[src/rtl/memory_access_if.sv]
// memory_access_if: request/response bus between the memory-access stage
// and the data memory. The stage is the master; the memory is the slave.
interface memory_access_if;
  logic [15:0] mem_addr;
  logic [15:0] mem_data_out;
  logic        mem_rd;
  logic        mem_wr;
  logic        mem_stall;
  logic        mem_done;
  logic [15:0] mem_data_in;

  modport master (
    output mem_addr,
    output mem_data_out,
    output mem_rd,
    output mem_wr,
    input  mem_stall,
    input  mem_done,
    input  mem_data_in
  );

  modport slave (
    input  mem_addr,
    input  mem_data_out,
    input  mem_rd,
    input  mem_wr,
    output mem_stall,
    output mem_done,
    output mem_data_in
  );
endinterface

[src/rtl/memory_access.sv]
// memory_access: pipeline memory stage issuing one load/store at a time to a
// data memory that may back-pressure (mem_stall) and respond late (mem_done).
// Holds the pipeline while an access is outstanding, flags malformed requests
// and WAIT timeouts through a sticky err.
module memory_access #(
  parameter int unsigned TIMEOUT = 15
) (
  input  logic            clk,
  input  logic            rst,
  input  logic            valid_in,
  input  logic            memRead,
  input  logic            memWrite,
  input  logic [15:0]     aluOut,
  input  logic [15:0]     writeData,
  memory_access_if.master mem,
  output logic [15:0]     readData,
  output logic            stall,
  output logic            done,
  output logic            err
);

  typedef enum logic [1:0] {
    S_IDLE,
    S_REQ,
    S_WAIT,
    S_DONE
  } state_e;

  localparam logic [4:0] TIMEOUT_W = 5'(TIMEOUT);

  state_e      state_q, state_d;
  logic [3:0]  cnt_q, cnt_d;
  logic [15:0] addr_q, addr_d;
  logic [15:0] wdata_q, wdata_d;
  logic [15:0] rdata_q, rdata_d;
  logic        load_q, load_d;
  logic        err_q, err_d;

  logic        accept;
  logic        reject;
  logic [4:0]  cnt_inc;

  // Request decode: a clean single memory op at an even address is accepted;
  // any other memory op (both flags set, or odd address) is a fault.
  always_comb begin
    accept = (state_q == S_IDLE) && valid_in && (memRead ^ memWrite)
             && !aluOut[0] && !err_q;
    reject = (state_q == S_IDLE) && valid_in && (memRead | memWrite)
             && !accept && !err_q;
  end

  // Next-state logic and capture of request/response registers.
  always_comb begin
    state_d = state_q;
    cnt_d   = cnt_q;
    addr_d  = addr_q;
    wdata_d = wdata_q;
    rdata_d = rdata_q;
    load_d  = load_q;
    err_d   = err_q;
    cnt_inc = {1'b0, cnt_q} + 5'd1;

    case (state_q)
      S_IDLE: begin
        if (accept) begin
          state_d = S_REQ;
          addr_d  = aluOut;
          wdata_d = writeData;
          load_d  = memRead;
          cnt_d   = '0;
        end else if (reject) begin
          err_d = 1'b1;
        end
      end
      S_REQ: begin
        if (!mem.mem_stall) begin
          if (mem.mem_done) begin
            state_d = S_DONE;
            if (load_q) rdata_d = mem.mem_data_in;
          end else begin
            state_d = S_WAIT;
          end
        end
      end
      S_WAIT: begin
        // A response arriving on the final allowed cycle still wins over
        // the timeout.
        if (mem.mem_done) begin
          state_d = S_DONE;
          if (load_q) rdata_d = mem.mem_data_in;
        end else if (cnt_inc >= TIMEOUT_W) begin
          state_d = S_IDLE;
          err_d   = 1'b1;
          cnt_d   = '0;
        end else begin
          cnt_d = cnt_inc[3:0];
        end
      end
      S_DONE: begin
        state_d = S_IDLE;
      end
      default: begin
        state_d = S_IDLE;
      end
    endcase
  end

  // State and datapath registers with synchronous reset.
  always_ff @(posedge clk) begin
    if (rst) begin
      state_q <= S_IDLE;
      cnt_q   <= '0;
      addr_q  <= '0;
      wdata_q <= '0;
      rdata_q <= '0;
      load_q  <= 1'b0;
      err_q   <= 1'b0;
    end else begin
      state_q <= state_d;
      cnt_q   <= cnt_d;
      addr_q  <= addr_d;
      wdata_q <= wdata_d;
      rdata_q <= rdata_d;
      load_q  <= load_d;
      err_q   <= err_d;
    end
  end

  // Output decode; forced quiet while rst is high so the bus is idle even
  // before the reset edge lands.
  always_comb begin
    stall            = 1'b0;
    done             = 1'b0;
    mem.mem_rd       = 1'b0;
    mem.mem_wr       = 1'b0;
    mem.mem_addr     = '0;
    mem.mem_data_out = '0;
    if (!rst) begin
      case (state_q)
        S_IDLE: begin
          stall = accept;
        end
        S_REQ: begin
          stall            = 1'b1;
          mem.mem_rd       = load_q;
          mem.mem_wr       = !load_q;
          mem.mem_addr     = addr_q;
          mem.mem_data_out = wdata_q;
        end
        S_WAIT: begin
          stall            = 1'b1;
          mem.mem_addr     = addr_q;
          mem.mem_data_out = wdata_q;
        end
        S_DONE: begin
          done = 1'b1;
        end
        default: begin
          stall = 1'b0;
        end
      endcase
    end
  end

  assign readData = rdata_q;
  assign err      = err_q;

endmodule

[src/flat_wrapper.sv]
// flat-port wrapper written by rule: the top's interface ports become plain ports
module memory_access_flat 
#(
  parameter int unsigned TIMEOUT = 15
)
  (clk, rst, valid_in, memRead, memWrite, aluOut, writeData, readData, stall, done, err, mem_mem_addr, mem_mem_data_out, mem_mem_rd, mem_mem_wr, mem_mem_stall, mem_mem_done, mem_mem_data_in);
  memory_access_if mem_i ();
  input  logic clk;
  input  logic rst;
  input  logic valid_in;
  input  logic memRead;
  input  logic memWrite;
  input  logic [15:0] aluOut;
  input  logic [15:0] writeData;
  output logic [15:0] readData;
  output logic stall;
  output logic done;
  output logic err;
  output wire logic [$bits(mem_i.mem_addr)-1:0] mem_mem_addr;
  output wire logic [$bits(mem_i.mem_data_out)-1:0] mem_mem_data_out;
  output wire logic [$bits(mem_i.mem_rd)-1:0] mem_mem_rd;
  output wire logic [$bits(mem_i.mem_wr)-1:0] mem_mem_wr;
  input wire logic [$bits(mem_i.mem_stall)-1:0] mem_mem_stall;
  input wire logic [$bits(mem_i.mem_done)-1:0] mem_mem_done;
  input wire logic [$bits(mem_i.mem_data_in)-1:0] mem_mem_data_in;
  assign mem_mem_addr = mem_i.mem_addr;
  assign mem_mem_data_out = mem_i.mem_data_out;
  assign mem_mem_rd = mem_i.mem_rd;
  assign mem_mem_wr = mem_i.mem_wr;
  assign mem_i.mem_stall = mem_mem_stall;
  assign mem_i.mem_done = mem_mem_done;
  assign mem_i.mem_data_in = mem_mem_data_in;
  memory_access #(.TIMEOUT(TIMEOUT)) u_core (.clk(clk), .rst(rst), .valid_in(valid_in), .memRead(memRead), .memWrite(memWrite), .aluOut(aluOut), .writeData(writeData), .mem(mem_i), .readData(readData), .stall(stall), .done(done), .err(err));
endmodule
[config.mk]
export PLATFORM = sky130hd
export DESIGN_NAME = memory_access_flat
export DESIGN_NICKNAME = d
export VERILOG_FILES = /design/src/rtl/memory_access_if.sv /design/src/rtl/memory_access.sv /design/src/flat_wrapper.sv
export SDC_FILE = /design/constraint.sdc
export NUM_CORES = 1
export LEC_CHECK = 0
export CELL_PAD_IN_SITES_DETAIL_PLACEMENT = 0
export CELL_PAD_IN_SITES_GLOBAL_PLACEMENT = 1
export CORE_UTILIZATION = 32
export CTS_BUF_LIST = sky130_fd_sc_hd__clkbuf_4 sky130_fd_sc_hd__clkbuf_8 sky130_fd_sc_hd__clkbuf_16
export DETAILED_ROUTE_END_ITERATION = 16
export PLACE_DENSITY_LB_ADDON = 0.08
export SYNTH_ARGS = -nofsm -noshare
export SYNTH_HDL_FRONTEND = slang
export SYNTH_SLANG_ARGS = --single-unit
[constraint.sdc]
create_clock -name clk -period 4.39 [get_ports clk]
set_clock_uncertainty 0.15 [all_clocks]
set_input_delay 1.317 -clock clk [delete_from_list [all_inputs] [get_ports clk]]
set_output_delay 1.317 -clock clk [all_outputs]
set_load 0.005 [all_outputs]
==> flow_metrics.py, run 1 <==
metrics = {
    "final_layout": {
        "stdcell_area_um2": 3770,
        "most-common-layout-cells": "103 x clkdlybuf4s50_1, 70 x nand2_1, 56 x dfxtp_1",
        "drive_gt1_share_pct": 6.17,
        "finalNonFillerCells": 504,
        "synthToLayoutAreaGrowth_pct": 50.7,
        "seqCellArea_um2": 1120,
        "layout_commonest_cell": "clkdlybuf4s50_1",
        "diodes": 0,
        "fillCellCount": 732,
        "multi_input_area_um2": 1270,
        "layout.nets": 468,
    },
    "clock_tree": {
        "numCtsBuffers": 5,
        "cts_sinks": 56,
        "cts_buffer_depth": 2,
        "clk_pin_slew_ps": 100,
        "cts_htree_levels": 2,
        "cts_tree": "done",
        "clock-root-buffer": "clkbuf_8",
        "hold_buffers": 0,
        "worstSkewPairLatency_ps": 310,
    },
    "sta": {
        "fin_setup_tns_ps": 0,
        "slew_violations": 0,
        "worst_pin_slew_ps": 807,
        "period_minus_slack_ps": 4040,
        "period_share_pct": 91.9,
        "hold_viol_final": 0,
        "max_clock_freq_mhz": 248,
        "finalSetupViolCount": 0,
        "relSlewSlack_pct": 46.2,
        "rsz0062_at_grt": "no",
        "setup_slack_ps": 354,
        "hold_ws_ps": 303,
    },
    "die": {
        "row_count": 31,
        "fp.coreArea_um2": 7410,
        "die-area_um2": 8170,
        "start_util_pct": 33.8,
        "io_pins": 108,
        "die_w_um": 90.4,
        "die_h_um": 90.4,
    },
    "grt": {
        "antenna_found_initial": 0,
        "grt_max_degree": 45,
        "grt_pass1_wl_um": 10300,
        "grt_pass1_vias": 2239,
        "overflow": 0,
        "grt.total_usage_pct": 15.4,
    },
    "run_status": {
        "status": "finished, final reports clean",
    },
    "yosys": {
        "synthTopCellsByArea": "dfxtp_1 45%, nand2_1 11%, and2_1 8.0%, a21oi_1 7.6%, mux2i_1 6.4%",
        "syn_area_per_cell_um2": 8.28,
        "synth_cell_types": 37,
        "yosysTopAreaCell": "dfxtp_1",
        "netlist_area_um2": 2500,
        "yosysWarnings": 0,
        "ys_seq_area_share_pct": 44.8,
        "synth-main-ff-cell": "dfxtp_1",
        "synth_fp_nets": 366,
        "async_reset_ff_share_pct": 0,
        "syn_inst": 302,
        "yosysTopAreaCellShare_pct": 44.8,
        "synth_edf_count": 0,
        "synth-seq-cells": 56,
    },
    "worst_setup_path": {
        "cp_max_fo": 2,
        "critPathCaptureType": "primary output",
        "ff2ff_setup_slack_ps": 2110,
        "cp_data_required_time_ps": 2920,
        "path_class": "primary input to primary output",
        "cp.arrival_ps": 2570,
        "r2r_end": "u_core.readData[13]$_SDFFE_PP0P_",
        "critPathLaunchType": "primary input",
        "reg2regPathDepth": 6,
        "rr_startpoint": "u_core.state_q[0]$_SDFFE_PP0P_",
    },
    "flow_run": {
        "maxCapViolCount": 0,
    },
    "placed_design": {
        "postPlaceCellArea_um2": 3670,
        "port_buffers": 107,
        "post-place-cells": 496,
        "gp_congestion": 0.751,
        "dpl_worst_slack_ps": -350,
        "dp_hpwl_um": 4210,
    },
    "power": {
        "peakVddDrop_mv": 0.143,
        "power.density_nw_per_um2": 316,
        "p_leak_uw": 0.00152,
    },
    "route": {
        "viasPerCell": 4.53,
        "wl_per_cell_um": 12.2,
        "drc": 0,
        "first_pass_iters": 4,
        "vias": 2284,
        "drt-initial-drc-count": 63,
        "drt_wl_total_um": 6130,
        "antenna_left": 0,
    },
    "min_path": {
        "worstHoldStart": "u_core.addr_q[2]$_SDFFE_PP0P_",
        "holdCritPathClass": "flop to flop",
        "whs_endpoint": "u_core.addr_q[2]$_SDFFE_PP0P_",
        "hold_depth": 2,
    },
}
-- kinds of logic (layout without fill, tap and decap cells) --
family / after synthesis / after routing / share of synthesized area [%]
and+or+nand+nor: 144 / 144 / 27.7
DFF: 56 / 56 / 44.8
AOI/OAI and AO/OA: 49 / 49 / 11.5
buffers and inverters: 27 / 130 / 4.75
muxes: 16 / 16 / 6.40
adders and majority gates: 9 / 9 / 4.50
xor gates and xnor gates: 1 / 1 / 0.350
-- synthesized netlist by cell type, types with 2 or more instances --
library cell and number:
ha_1 9, nor3b_1 4, clkbuf_1 10, mux2i_1 16, nor2b_1 4, nand2_1 70, nand3_1 3, dfxtp_1 56
buf_1 2, a21oi_1 38, nor2_1 20, buf_2 5, or3_1 3, and2_1 32, inv_1 8
-- layer usage --
metal | GRT usage (%) | share of wire, % | wire length [µm] | vias to the layer above
met1 | 18.9 | 47 | 2900 | 1020
li1 | - | - | - | 1181
met5 | 0 | 0 | 0 | -
met3 | 5.05 | 7.8 | 481 | 7
met4 | 4.44 | 0.91 | 56 | 0
met2 | 25.8 | 44 | 2690 | 76
-- worst max-delay path, stage by stage --
cell and delay [ps]:
clkdlybuf4s50_1 410, and4bb_2 320, and2_4 150, nor2_1 30
nor3_1 170, buf_2 160
-- registers in the layout, summed over array words and instances (netlist names) --
| signal | flops |
|---|---|
| u_core.addr_q | 16 |
| u_core.cnt_q | 4 |
| u_core.err | 1 |
| u_core.load_q | 1 |
| u_core.readData | 16 |
| u_core.state_q | 2 |
| u_core.wdata_q | 16 |
-- cell type report --
| type | count | area share, % |
|---|---|---|
| Multi-Input combinational cell | 219 | 33.6 |
| Sequential cell | 56 | 29.7 |
| Inverter | 8 | 0.797 |
| Timing Repair Buffer | 114 | 30.0 |
| Clock inverter | 1 | 0.199 |
| Tap cell | 99 | 3.29 |
| Clock buffer | 7 | 2.39 |
-- report_power, final --
group          leakage (µW)  internal (µW)  switching (µW)
sequential         0.000453            541            22.4
combinational       0.00102            157             169
clock             0.0000479            135             165
total               0.00152            833             356
-- through the flow --
stage / power [µW] / utilization [%]
CTS: 1210 / 50.8
detailed placement: 909 / 49.5
floorplan: 757 / -
finish: 1190 / 50.9
global route: 1270 / 50.9
global placement: 910 / 49.5
-- worst max path at each step --
| stage | from | end | slack (ps) | cells after the start |
|---|---|---|---|---|
| final | aluOut[0] | stall | 350 | 6 |
| after global routing | aluOut[0] | stall | 230 | 6 |
| after CTS | memRead | stall | 40 | 8 |
| after detailed placement | memRead | stall | -350 | 8 |
| after global placement | memRead | stall | -340 | 8 |
| after floorplan | memRead | stall | 620 | 7 |
-- what timing repair did --
| action | in CTS | in global routing |
|---|---|---|
| gates resized for setup | 4 | 3 |
| pin swaps | 0 | 2 |
| buffers inserted | 0 | 0 |
| endpoints found under the setup margin | 1 | 1 |
No activity file was read; power rests on OpenSTA's default activity.
==> inputs of run 2 (changes only) <==
CAP_MARGIN = 30   (was not set)
==> results of run 2 <==
Same layout as run 1: the final DEF is identical, and so are final timing and power.
==> inputs of run 3 (changes only) <==
REMOVE_ABC_BUFFERS = 1   (was not set)
==> run 3 against run 2 <==
Compared with the run above: global-route usage fell by 0.30 points; clock power rose by 1%; total power fell by 0.17%; fmax fell by 5.7%; sequential cell count did not move; final area fell by 0.50%; hold slack improved by 2.3 ps; routed wire length rose by 1.7%; sequential share of layout area rose by 0.15 points; largest cell class unchanged; largest power group unchanged; highest routed layer unchanged.
==> flow_metrics.py, run 3 (synthesized netlist as in run 1, its figures left out) <==
metrics = {
    "route": {
        "wl_per_cell_um": 12.4,
        "antenna_left": 0,
        "drt_wl_total_um": 6240,
        "vias": 2277,
        "viasPerCell": 4.53,
        "first_pass_iters": 5,
        "drt-initial-drc-count": 78,
        "drc": 0,
    },
    "grt": {
        "overflow": 0,
        "grt_pass1_vias": 2051,
        "grt.total_usage_pct": 15.1,
        "grt_pass1_wl_um": 9990,
        "grt_max_degree": 37,
        "antenna_found_initial": 0,
    },
    "power": {
        "power.share.clock_pct": 25.6,
        "pwr-share-comb_pct": 26.9,
        "total_power_uw": 1190,
        "p_leak_uw": 0.00150,
        "p_seq_share_pct": 47.5,
        "switchingPower_uw": 365,
        "power.density_nw_per_um2": 317,
        "peakVddDrop_mv": 0.147,
        "internal-power_uw": 823,
        "p_sw_share_pct": 30.7,
    },
    "worst_setup_path": {
        "critPathCaptureType": "primary output",
        "cp_slowest_cell": "clkdlybuf4s50_1",
        "cp_max_fo": 2,
        "cp_data_required_time_ps": 2920,
        "cp.arrival_ps": 2810,
        "crit_chain": "clkdlybuf4s50_1 -> inv_1 -> ha_1 -> and4bb_2 -> and2_4 -> nor2_2 -> nor3_2 -> buf_2",
        "path_class": "primary input to primary output",
        "critPathMaxStageDelay_ps": 480,
        "critPathLaunchType": "primary input",
    },
    "sta": {
        "fin_setup_tns_ps": 0,
        "hold_viol_final": 0,
        "worst_pin_slew_ps": 874,
        "relSlewSlack_pct": 41.7,
        "period_minus_slack_ps": 4280,
        "finalSetupViolCount": 0,
        "period_share_pct": 97.5,
        "rsz0062_at_grt": "no",
        "max_clock_freq_mhz": 234,
        "slew_violations": 0,
    },
    "die": {
        "fp.coreArea_um2": 7410,
        "start_util_pct": 33.8,
        "die_h_um": 90.4,
        "row_count": 31,
        "die_w_um": 90.4,
        "io_pins": 108,
        "die-area_um2": 8170,
    },
    "placed_design": {
        "postPlaceCellArea_um2": 3650,
        "gp_congestion": 0.748,
        "port_buffers": 107,
        "dp_hpwl_um": 4220,
    },
    "clock_tree": {
        "cts_sinks": 56,
        "worstSkewPairLatency_ps": 310,
        "cts_htree_levels": 2,
        "cts_tree": "done",
        "cts_buffer_depth": 2,
        "cts_setup_buffers": 0,
        "clock-root-buffer": "clkbuf_8",
        "numCtsBuffers": 5,
        "clk_pin_slew_ps": 100,
    },
    "min_path": {
        "holdCritPathClass": "flop to flop",
    },
    "final_layout": {
        "fin_util_pct": 50.6,
        "layout_commonest_cell": "clkdlybuf4s50_1",
        "drive_gt1_share_pct": 6.44,
        "seqCellArea_um2": 1120,
        "layout.nets": 467,
        "synthToLayoutAreaGrowth_pct": 50.0,
        "stdcell_area_um2": 3750,
        "fillCellCount": 728,
        "multi_input_area_um2": 1270,
        "most-common-layout-cells": "105 x clkdlybuf4s50_1, 70 x nand2_1, 56 x dfxtp_1",
        "diodes": 0,
    },
    "run_status": {
        "status": "finished, final reports clean",
    },
    "flow_run": {
        "maxCapViolCount": 0,
    },
}
[run 3: timing repair]
item,CTS,global route
hold buffers,0,0
endpoints found under the setup margin,1,1
resized for setup,5,2
pin swaps,1,1
[run 3: path summary, 6_finish.rpt]
path	from	to	slack [ps]	cells past startpoint
max reg2reg	u_core.state_q[0]$_SDFFE_PP0P_	u_core.readData[7]$_SDFFE_PP0P_	2040	6
min	u_core.addr_q[4]$_SDFFE_PP0P_	u_core.addr_q[4]$_SDFFE_PP0P_	300	2
max	memRead	stall	110	8
min reg2reg	u_core.addr_q[4]$_SDFFE_PP0P_	u_core.addr_q[4]$_SDFFE_PP0P_	300	2
[run 3: per-layer routing]
metal / vias up / GRT usage [%] / wire length [µm]
met4: 0 / 4.44 / 55
met3: 5 / 5.47 / 477
met1: 1020 / 19.6 / 2830
li1: 1184 / - / -
met5: - / 0 / 0
met2: 68 / 23.5 / 2870
[run 3: through the flow]
step	hold slack, ps	setup WS (ps)	instances
detailed placement	292	-352	495
global route	322	7.07	503
floorplan	276	159	283
CTS	307	8.52	503
global placement	288	-323	495
finish	305	111	503
[run 3: power groups by stage]
stage | clock network, µW | logic [µW] | registers [µW]
4_1_cts | 319 | 323 | 565
5_1_grt | 335 | 362 | 570
6_report | 304 | 320 | 564
3_3_place_gp | 0 | 323 | 575
3_5_place_dp | 0 | 322 | 576
2_1_floorplan | 0 | 167 | 571
[run 3: area by class of cell]
cell class | instances | area share, %
well taps | 99 | 3.30
clock buffers | 6 | 2.20
inverters | 8 | 0.801
repair buffers | 113 | 29.5
flip-flops and latches | 56 | 29.9
multi-input cells | 219 | 34.0
clock inverters | 2 | 0.367
[run 3: critical path: cells and delay by family]
family / cells / cell delay, ps
and+or+nand+nor: 4 / 540
adders and majority gates: 1 / 280
buffers and inverters: 3 / 670
